File: src/rtl/vga_color_gen.sv
// vga_color_gen: per-pixel colour generator with SOLID / BARS / GRADIENT test patterns.
// Ports: clk (pixel clock), reset (async, active-high), h_counter/v_counter (scan position),
//        btn_r/btn_g/btn_b (channel level increment), btn_mode (mode advance),
//        vga_r/vga_g/vga_b (registered colour), mode (0 SOLID, 1 BARS, 2 GRADIENT).
// Build option: define VGA_COLOR_GEN_BARS_EN to include the BARS mode and its px/bi counters.
module vga_color_gen #(
    parameter int CW        = 4,
    parameter int HCW       = 11,
    parameter int H_START   = 144,
    parameter int H_END     = 783,
    parameter int V_START   = 35,
    parameter int V_END     = 514,
    parameter int BAR_W     = 80,
    parameter int GRAD_STEP = 40
) (
    input  logic           clk,
    input  logic           reset,
    input  logic [HCW-1:0] h_counter,
    input  logic [HCW-1:0] v_counter,
    input  logic           btn_r,
    input  logic           btn_g,
    input  logic           btn_b,
    input  logic           btn_mode,
    output logic [CW-1:0]  vga_r,
    output logic [CW-1:0]  vga_g,
    output logic [CW-1:0]  vga_b,
    output logic [1:0]     mode
);
    localparam logic [HCW-1:0] HS = HCW'(H_START);
    localparam logic [HCW-1:0] HE = HCW'(H_END);
    localparam logic [HCW-1:0] VS = HCW'(V_START);
    localparam logic [HCW-1:0] VE = HCW'(V_END);
    localparam int GW = $clog2(GRAD_STEP + 1);
    localparam logic [GW-1:0] SC_LAST = GW'(GRAD_STEP - 1);
    localparam logic [CW-1:0] LVL_MAX = '1;

    if (BAR_W < 1 || GRAD_STEP < 1) begin : g_bad_param
        $error("vga_color_gen: BAR_W and GRAD_STEP must be at least 1");
    end

    logic [3:0]    hist_q;
    logic          arm_q;
    logic [3:0]    edge_w;
    logic [CW-1:0] lvl_r_q, lvl_g_q, lvl_b_q, lvl_r_d, lvl_g_d, lvl_b_d;
    logic [1:0]    pend_q, pend_d, mode_q, mode_d, pend_adv;
    logic [GW-1:0] sc_q, sc_d;
    logic [CW-1:0] gr_q, gr_d;
    logic [CW-1:0] vga_r_q, vga_g_q, vga_b_q, vga_r_d, vga_g_d, vga_b_d;
    logic [CW-1:0] s_r, s_g, s_b;
    logic          vis, frame_start;

    // arm_q holds edges off for the first cycle after reset so a button held through release is not counted
    assign edge_w      = {btn_mode, btn_b, btn_g, btn_r} & ~hist_q & {4{arm_q}};
    assign vis         = h_counter >= HS && h_counter <= HE && v_counter >= VS && v_counter <= VE;
    assign frame_start = h_counter == '0 && v_counter == '0;

    always_comb begin
        lvl_r_d = lvl_r_q + CW'(edge_w[0]);
        lvl_g_d = lvl_g_q + CW'(edge_w[1]);
        lvl_b_d = lvl_b_q + CW'(edge_w[2]);
`ifdef VGA_COLOR_GEN_BARS_EN
        pend_adv = pend_q == 2'd2 ? 2'd0 : pend_q + 2'd1;
`else
        pend_adv = pend_q == 2'd0 ? 2'd2 : 2'd0;
`endif
        pend_d = edge_w[3] ? pend_adv : pend_q;
        // the active mode takes the pending value as it stood before any edge in this same cycle
        mode_d = frame_start ? pend_q : mode_q;
        sc_d   = !vis ? '0 : (sc_q == SC_LAST ? '0 : sc_q + GW'(1));
        gr_d   = !vis ? '0 : ((sc_q == SC_LAST && gr_q != LVL_MAX) ? gr_q + CW'(1) : gr_q);
    end

`ifdef VGA_COLOR_GEN_BARS_EN
    localparam int PW = $clog2(BAR_W + 1);
    localparam logic [PW-1:0] PX_LAST = PW'(BAR_W - 1);
    logic [PW-1:0] px_q, px_d;
    logic [2:0]    bi_q, bi_d;
    logic          bars;

    always_comb begin
        px_d = !vis ? '0 : (px_q == PX_LAST ? '0 : px_q + PW'(1));
        bi_d = !vis ? '0 : ((px_q == PX_LAST && bi_q != 3'd7) ? bi_q + 3'd1 : bi_q);
    end

    always_ff @(posedge clk or posedge reset) begin
        if (reset) begin
            px_q <= '0;
            bi_q <= '0;
        end else begin
            px_q <= px_d;
            bi_q <= bi_d;
        end
    end

    // bar index bits gate channels so the bars run white, yellow, cyan, green, magenta, red, blue, black
    assign bars = mode_q == 2'd1;
    assign s_r  = (bars && bi_q[1]) ? '0 : lvl_r_q;
    assign s_g  = (bars && bi_q[2]) ? '0 : lvl_g_q;
    assign s_b  = (bars && bi_q[0]) ? '0 : lvl_b_q;
`else
    assign s_r = lvl_r_q;
    assign s_g = lvl_g_q;
    assign s_b = lvl_b_q;
`endif

    always_comb begin
        vga_r_d = !vis ? '0 : (mode_q == 2'd2 ? gr_q : s_r);
        vga_g_d = !vis ? '0 : (mode_q == 2'd2 ? gr_q : s_g);
        vga_b_d = !vis ? '0 : (mode_q == 2'd2 ? gr_q : s_b);
    end

    always_ff @(posedge clk or posedge reset) begin
        if (reset) begin
            hist_q  <= '0;
            arm_q   <= 1'b0;
            lvl_r_q <= '0;
            lvl_g_q <= '0;
            lvl_b_q <= '0;
            pend_q  <= '0;
            mode_q  <= '0;
            sc_q    <= '0;
            gr_q    <= '0;
            vga_r_q <= '0;
            vga_g_q <= '0;
            vga_b_q <= '0;
        end else begin
            hist_q  <= {btn_mode, btn_b, btn_g, btn_r};
            arm_q   <= 1'b1;
            lvl_r_q <= lvl_r_d;
            lvl_g_q <= lvl_g_d;
            lvl_b_q <= lvl_b_d;
            pend_q  <= pend_d;
            mode_q  <= mode_d;
            sc_q    <= sc_d;
            gr_q    <= gr_d;
            vga_r_q <= vga_r_d;
            vga_g_q <= vga_g_d;
            vga_b_q <= vga_b_d;
        end
    end

    assign vga_r = vga_r_q;
    assign vga_g = vga_g_q;
    assign vga_b = vga_b_q;
    assign mode  = mode_q;
endmodule

File: config.mk
export PLATFORM = sky130hd
export DESIGN_NAME = vga_color_gen
export DESIGN_NICKNAME = d
export VERILOG_FILES = /design/src/rtl/vga_color_gen.sv
export SDC_FILE = /design/constraint.sdc
export NUM_CORES = 1
export LEC_CHECK = 0
export ABC_AREA = 1
export BUFFER_PORTS_ARGS = -buffer_cell sky130_fd_sc_hd__buf_2
export CORE_ASPECT_RATIO = 1.5
export CORE_UTILIZATION = 40
export DETAILED_ROUTE_END_ITERATION = 6
export REMOVE_ABC_BUFFERS = 1
export SKIP_CTS_REPAIR_TIMING = 1
export SLEW_MARGIN = 5
export SYNTH_ARGS = -nofsm -noshare
export SYNTH_HDL_FRONTEND = slang
export SYNTH_SLANG_ARGS = --single-unit
File: constraint.sdc
create_clock -name clk -period 1.69 [get_ports clk]
set_clock_uncertainty 0.05 [all_clocks]
set_input_delay 0.169 -clock clk [delete_from_list [all_inputs] [get_ports clk]]
set_output_delay 0.169 -clock clk [all_outputs]
set_load 0.02 [all_outputs]
==> run_results.csv, run 1 <==
group,metric,value,unit
run_status,failing_checks,"negative hold slack",
die,die_area,0.005030,sq mm
cells_and_area,stdcell_count,318,
clocking,cts_max_path_buffers,2,
global_routing,global_route_wire_length_before_repair,5.706,mm
routing,detail_route.drc_violations,0,
clocking,h_tree_levels,2,
timing,setup_repair_after_global_routing_missed_its_margin,"no",
critical_path,arrival,1.58,ns
routing,drtPass1Iterations,3,
clocking,clkSinkCount,41,
routing,antenna_left,0,
cells_and_area,finalInstanceArea,0.002313,sq mm
timing,drv_slew,0,
timing,worstMarginPinSlew,0.5033,ns
critical_path,critPathCaptureType,"flip-flop",
logic_synthesis,synth.ff_latch_count,41,
power_and_ir_drop,powerDensity,970.4,mW/mm^2
timing,worst_case_headroom_to_the_max_slew_limit,66.45,%
die,chipHeight,86.37,microns
clocking,number_of_clock_buffers_inserted_by_tritoncts,5,
cells_and_area,diodes,0,
critical_path,critPathRequiredTime,1.82,ns
critical_path,path_max_fanout,5,
logic_synthesis,syn-mean-instance-area,9.396,sq um
power_and_ir_drop,vdd.ir_drop.worst,652.1,uV
routing,starting_drc_count_in_detailed_routing,43,
critical_path,timing.setup.critical_path_class,"flip-flop to flip-flop",
critical_path,worst_r2r_dst,"gr_q[3]",
critical_path,rr_worst_depth,7,
placed_design,number_of_port_buffers,40,
routing,viasPerCell,4.352,
logic_synthesis,synthesis.instances,202,
clocking,path_clk_slew,0.08,ns
run,drv.max_cap_violation_count,0,
critical_path,setup_slack_on_the_worst_flop_to_flop_path,0.25,ns
run_status,outcome,"finished with violations",
routing,wl,3.093,mm
timing,hold_viol_final,41,
global_routing,grt_antenna_before_repair,0,
placed_design,dpl.hpwl,2.332,mm
clocking,tritoncts,"yes",
min_path,min-delay-path-class,"input pin to asynchronous set/reset pin",
routing,wl_per_cell,9.726,microns
cells_and_area,final_nets,289,
logic_synthesis,synthesis.area,0.001898,sq mm
global_routing,via_count_of_the_first_global_routing_pass,1408,
power_and_ir_drop,total_power,2245,uW
cells_and_area,fraction_of_final_layout_cells_sized_beyond_drive_strength_1,30.71,%
global_routing,grt_max_degree,42,
clocking,clk_root_buffer_cell,"sky130_fd_sc_hd__clkbuf_8",
global_routing,grtUsageTotal,14.76,%
cells_and_area,layout-area-overhead-vs-synth,21.89,%
timing,finalSetupViolations,0,
critical_path,reg2reg_from,"gr_q[0]",
logic_synthesis,synth_sequential_area_ratio,54.05,%
critical_path,cp-start-kind,"flip-flop",
placed_design,placedInstanceArea,0.002187,sq mm
die,rows,30,
timing,holdWs,-0.05962,ns
die,num_io_pins,42,
die,core_area,0.004542,sq mm
routing,via_count,1384,
timing,timing.final.crit_share,85.34,%
timing,final_period_minus_worst_setup_slack,1.442,ns
power_and_ir_drop,power.leakage,0.001170,uW
logic_synthesis,post_synth_num_cell_types,23,
placed_design,routabilityCongestion,0.7793,
global_routing,grt-ovfl-total,0,
clocking,clk_latency,0.29,ns
timing,finalSetupTns,0,ns
cells_and_area,finish.utilization,50.94,%
cells_and_area,fill_cells,451,
logic_synthesis,ys_warn_count,0,
placed_design,place_inst,306,
die,start_util,41.79,%
timing,max_clock_freq,693.4,MHz
die,die_width,58.25,microns
## cells in the mapped netlist
cell	count	share of area, %
sky130_fd_sc_hd__nand3_1	15	4.0
sky130_fd_sc_hd__xor2_1	6	2.8
sky130_fd_sc_hd__buf_4	1	0.40
sky130_fd_sc_hd__a21oi_1	7	1.8
sky130_fd_sc_hd__nand2_1	30	5.9
sky130_fd_sc_hd__and3_1	1	0.33
sky130_fd_sc_hd__xnor2_1	4	1.8
sky130_fd_sc_hd__inv_1	20	4.0
sky130_fd_sc_hd__o21ai_0	7	1.8
sky130_fd_sc_hd__nor2_1	26	5.1
sky130_fd_sc_hd__buf_6	2	1.2
sky130_fd_sc_hd__nand4_1	2	0.66
sky130_fd_sc_hd__nor3_1	1	0.26
sky130_fd_sc_hd__o21ai_2	1	0.46
sky130_fd_sc_hd__nand3b_1	2	0.79
sky130_fd_sc_hd__conb_1	2	0.40
sky130_fd_sc_hd__nor2_4	1	0.59
sky130_fd_sc_hd__ha_1	8	5.3
sky130_fd_sc_hd__dfrtp_1	41	54
sky130_fd_sc_hd__nand3_2	1	0.53
sky130_fd_sc_hd__or2_2	2	0.66
sky130_fd_sc_hd__clkbuf_1	1	0.20
sky130_fd_sc_hd__nor2_2	21	6.9
## critical path: stages (launching register included)
cell and delay [ns]:
sky130_fd_sc_hd__dfrtp_1 0.42, sky130_fd_sc_hd__ha_1 0.24, sky130_fd_sc_hd__nand3_1 0.17, sky130_fd_sc_hd__nand3_1 0.16, sky130_fd_sc_hd__nor2_1 0.12, sky130_fd_sc_hd__nand3_1 0.07
sky130_fd_sc_hd__nand2_1 0.07, sky130_fd_sc_hd__nor2_1 0.03
## cell type report
| type | instances | area, sq um | area share [%] |
|---|---|---|---|
| repair buffers | 48 | 282.8 | 12.22 |
| clock inverters | 3 | 17.52 | 0.7572 |
| well taps | 64 | 80.08 | 3.461 |
| inverters | 20 | 75.07 | 3.245 |
| clock buffers | 5 | 68.82 | 2.975 |
| flip-flops and latches | 41 | 1026 | 44.35 |
| multi-input cells | 137 | 763.2 | 32.99 |
## cells in the final DEF, fill, tap and decap left out, types with 4 or more instances in the layout
cell	instances
sky130_fd_sc_hd__nand2_1	30
sky130_fd_sc_hd__dfrtp_1	41
sky130_fd_sc_hd__xor2_1	6
sky130_fd_sc_hd__o21ai_0	7
sky130_fd_sc_hd__inv_1	20
sky130_fd_sc_hd__clkbuf_8	5
sky130_fd_sc_hd__a21oi_1	7
sky130_fd_sc_hd__nor2_1	26
sky130_fd_sc_hd__xnor2_1	4
sky130_fd_sc_hd__buf_2	40
sky130_fd_sc_hd__ha_1	8
sky130_fd_sc_hd__dlygate4sd3_1	4
sky130_fd_sc_hd__nand3_1	15
sky130_fd_sc_hd__nor2_2	21
## report_power, final
group	internal (uW)	leakage [uW]	switching, uW
logic	167	0.000591	193
clock network	285	0.0000439	332
registers	1150	0.000535	115
## worst max-delay path by stage
stage	slack [ns]	start	to	depth (start not counted)
after floorplan	0.33	mode[1]	vga_b[1]	4
after global placement	0.31	gr_q[0]	gr_q[3]	7
after detailed placement	0.25	gr_q[0]	gr_q[3]	7
after CTS	0.24	gr_q[0]	gr_q[3]	7
after global routing	0.06	gr_q[0]	gr_q[3]	7
final	0.25	gr_q[0]	gr_q[3]	7
## cells by family after synthesis
| kind of cell | count (synthesis) | synth area share, % |
|---|---|---|
| buf+inv | 24 | 5.735 |
| fa+ha+maj | 8 | 5.274 |
| xor+xnor | 10 | 4.614 |
| compound gates | 15 | 4.153 |
| flops | 41 | 54.05 |
| simple gates | 102 | 25.77 |
| other cells | 2 | 0.3957 |
## sequential cells by signal (all words and copies together), names as in the netlist
signal / flops
vga_b: 4
vga_r: 4
gr_q: 4
hist_q: 4
lvl_b_q: 4
mode: 1
vga_g: 4
pend_q: 1
sc_q: 6
lvl_r_q: 4
arm_q: 1
lvl_g_q: 4
## layer usage
layer	share of wire [%]	vias to the layer above	track usage, %
met3	3.6	7	4.030
met2	54	30	26.85
met5	0	-	0
met1	41	616	15.79
met4	1.6	0	5.844
li1	-	731	-
## metrics by stage
| stage | hold slack, ns | worst slack, ns |
|---|---|---|
| 5_1_grt | 0.005998 | 0.05927 |
| 3_5_place_dp | 0.2435 | 0.2454 |
| 6_report | -0.05962 | 0.2478 |
| 3_3_place_gp | 0.2423 | 0.3065 |
| 4_1_cts | -0.06745 | 0.2356 |
| 2_1_floorplan | 0.1504 | 0.3328 |
Power figures use the tool's default switching activity.
==> run 2, diff against run 1 <==
--- a/config.mk
+++ b/config.mk
@@ -8,8 +8,9 @@
 export ABC_AREA = 1
 export BUFFER_PORTS_ARGS = -buffer_cell sky130_fd_sc_hd__buf_2
 export CORE_ASPECT_RATIO = 1.5
-export CORE_UTILIZATION = 40
+export CORE_UTILIZATION = 25
 export DETAILED_ROUTE_END_ITERATION = 6
+export PLACE_DENSITY = 0.51
 export REMOVE_ABC_BUFFERS = 1
 export SKIP_CTS_REPAIR_TIMING = 1
 export SLEW_MARGIN = 5
==> run 2 against run 1 <==
The run still ends with negative hold slack left. Sequential power about the same. Flip-flop and latch count unchanged. Fmax shrank 1.4%. Total power rose by 6.2%. Non-clock buffer count down 1. Critical endpoint unchanged. Routed wire length up 15%. Combinational power rose by 2%. Count of clock-buffer cells in the layout stayed put. Critical path depth unchanged. Cell count grew 11%.
==> run_results.csv, run 2 (synthesis gave the netlist of run 1 again) <==
group,metric,value,unit
power_and_ir_drop,p_comb_share,15.4,%
cells_and_area,layout-area-overhead-vs-synth,24.79,%
power_and_ir_drop,vdd.ir_drop.worst,462.1,uV
timing,worstMarginPinSlew,0.5126,ns
critical_path,timing.setup.critical_path_class,"flip-flop to flip-flop",
min_path,min-delay-path-class,"input pin to asynchronous set/reset pin",
global_routing,use_met1,11.63,%
timing,finalSetupViolations,0,
global_routing,grt_antenna_before_repair,0,
cells_and_area,multi_input_logic_area,763.2,sq um
die,core_area,0.007274,sq mm
routing,wl_per_cell,10.11,microns
routing,via_count,1426,
clocking,path_clk_slew,0.08,ns
die,chipHeight,108.7,microns
power_and_ir_drop,power.leakage,0.001176,uW
placed_design,number_of_port_buffers,40,
placed_design,dpl.hpwl,2.712,mm
global_routing,globalRouteMet3Util,2.495,%
cells_and_area,regMostFlops,"sc_q",
placed_design,routabilityCongestion,0.7023,
routing,wl,3.559,mm
power_and_ir_drop,powerDensity,1007,mW/mm^2
power_and_ir_drop,total_power,2385,uW
critical_path,cp-start-kind,"flip-flop",
timing,worst_case_headroom_to_the_max_slew_limit,65.83,%
routing,viasPerCell,4.051,
cells_and_area,final_nets,288,
critical_path,critPathCaptureType,"flip-flop",
run,drv.max_cap_violation_count,0,
global_routing,global_route_wire_length_before_repair,6.258,mm
clocking,clkSinkCount,41,
die,start_util,26.09,%
power_and_ir_drop,clkPwrFrac,31.4,%
timing,max_clock_freq,683.8,MHz
die,rows,38,
global_routing,global_route.peak_usage_layer,"met2",
cells_and_area,sequential_cell_area,0.001026,sq mm
timing,finalSetupTns,0,ns
cells_and_area,largest_register_ffs,6,
critical_path,path_max_fanout,5,
clocking,clk_latency,0.29,ns
global_routing,via_count_of_the_first_global_routing_pass,1436,
timing,setup_repair_after_global_routing_missed_its_margin,"no",
clocking,h_tree_levels,2,
cells_and_area,fraction_of_final_layout_cells_sized_beyond_drive_strength_1,30.16,%
routing,drtPass1Iterations,5,
timing,setup_ws,0.2275,ns
global_routing,grtUsageTotal,10.24,%
die,die_width,73.15,microns
timing,hold_viol_final,41,
power_and_ir_drop,p_int,1751,uW
clocking,clk_root_buffer_cell,"sky130_fd_sc_hd__clkbuf_8",
routing,starting_drc_count_in_detailed_routing,43,
clocking,tritoncts,"yes",
critical_path,critPathRequiredTime,1.82,ns
die,num_io_pins,42,
cells_and_area,most_frequent_cells_in_the_layout,"41 x sky130_fd_sc_hd__dfrtp_1, 40 x sky130_fd_sc_hd__buf_2, 30 x sky130_fd_sc_hd__nand2_1, 26 x sky130_fd_sc_hd__nor2_1, 21 x sky130_fd_sc_hd__nor2_2",
clocking,number_of_clock_buffers_inserted_by_tritoncts,5,
clocking,cts_max_path_buffers,2,
timing,drv_slew,0,
run_status,failing_checks,"negative hold slack",
cells_and_area,fill_cells,764,
die,die_area,0.007952,sq mm
power_and_ir_drop,power.share.switching,26.59,%
global_routing,grt_max_degree,42,
critical_path,arrival,1.59,ns
cells_and_area,diodes,0,
cells_and_area,layout_commonest_cell,"sky130_fd_sc_hd__dfrtp_1",
routing,antenna_left,0,
global_routing,use_met2,18.06,%
timing,timing.final.crit_share,86.54,%
power_and_ir_drop,p_switching,634.3,uW
timing,final_period_minus_worst_setup_slack,1.462,ns
placed_design,post-place-ws,0.2418,ns
routing,detail_route.drc_violations,0,
global_routing,grt-ovfl-total,0,
power_and_ir_drop,power_frac_seq,53.2,%
run_status,outcome,"finished with violations",
cells_and_area,finish.utilization,32.56,%
timing,holdWs,-0.05415,ns
==> run 2: cell count changes in the layout (fill, tap and decap cells not counted), sizes merged <==
cell,before,now
clkinv,2,1
bufinv,0,1
clkinvlp,1,0
buf,44,43
==> run 2: critical path, cell delays in order (launching register included) <==
cell,delay (ns)
sky130_fd_sc_hd__dfrtp_1,0.42
sky130_fd_sc_hd__ha_1,0.25
sky130_fd_sc_hd__nand3_1,0.18
sky130_fd_sc_hd__nand3_1,0.16
sky130_fd_sc_hd__nor2_1,0.11
sky130_fd_sc_hd__nand3_1,0.07
sky130_fd_sc_hd__nand2_1,0.07
sky130_fd_sc_hd__nor2_1,0.04
==> run 2: final cells by class <==
cell class,instances,share of cell area (%)
timing repair buffer,47,11.62
sequential,41,43.32
clock buffer,5,2.905
clock inverter,2,1.479
tap,100,5.283
multi-input combinational,137,32.22
inverter,20,3.170
==> run 2: per-stage QoR <==
| stage | cell area, sq um | cells | hold WS (ns) |
|---|---|---|---|
| global route | 2369 | 352 | 0.003344 |
| CTS | 2328 | 348 | -0.05897 |
| floorplan | 1864 | 198 | 0.1504 |
| global placement | 2225 | 341 | 0.2446 |
| finish | 2369 | 352 | -0.05415 |
| detailed placement | 2225 | 341 | 0.2454 |
==> run 2: per-layer routing <==
metal	routed length, microns	vias to the layer above
met5	0	-
met1	1470	659
met3	153	4
li1	-	731
met2	1879	32
met4	55	0
==> run 2: worst paths after layout <==
kind | from | to | slack (ns) | cells after the start
max in group asynchronous | reset | vga_g[1] | 1.29 | 3
worst min register to register | lvl_g_q[3] | lvl_g_q[3] | 0.42 | 1
min in group clk | v_counter[9] | vga_g[3] | 0.18 | 4
worst max-delay path | gr_q[0] | gr_q[3] | 0.23 | 7
worst min-delay path | reset | gr_q[2] | -0.05 | 3
worst max register to register | gr_q[0] | gr_q[3] | 0.23 | 7
==> run 2: power groups by stage <==
stage / clock (uW) / combinational [uW] / sequential (uW)
3_5_place_dp: 0 / 369 / 1290
3_3_place_gp: 0 / 356 / 1290
5_1_grt: 823 / 421 / 1290
6_report: 749 / 367 / 1270
2_1_floorplan: 0 / 240 / 1290
4_1_cts: 782 / 371 / 1270
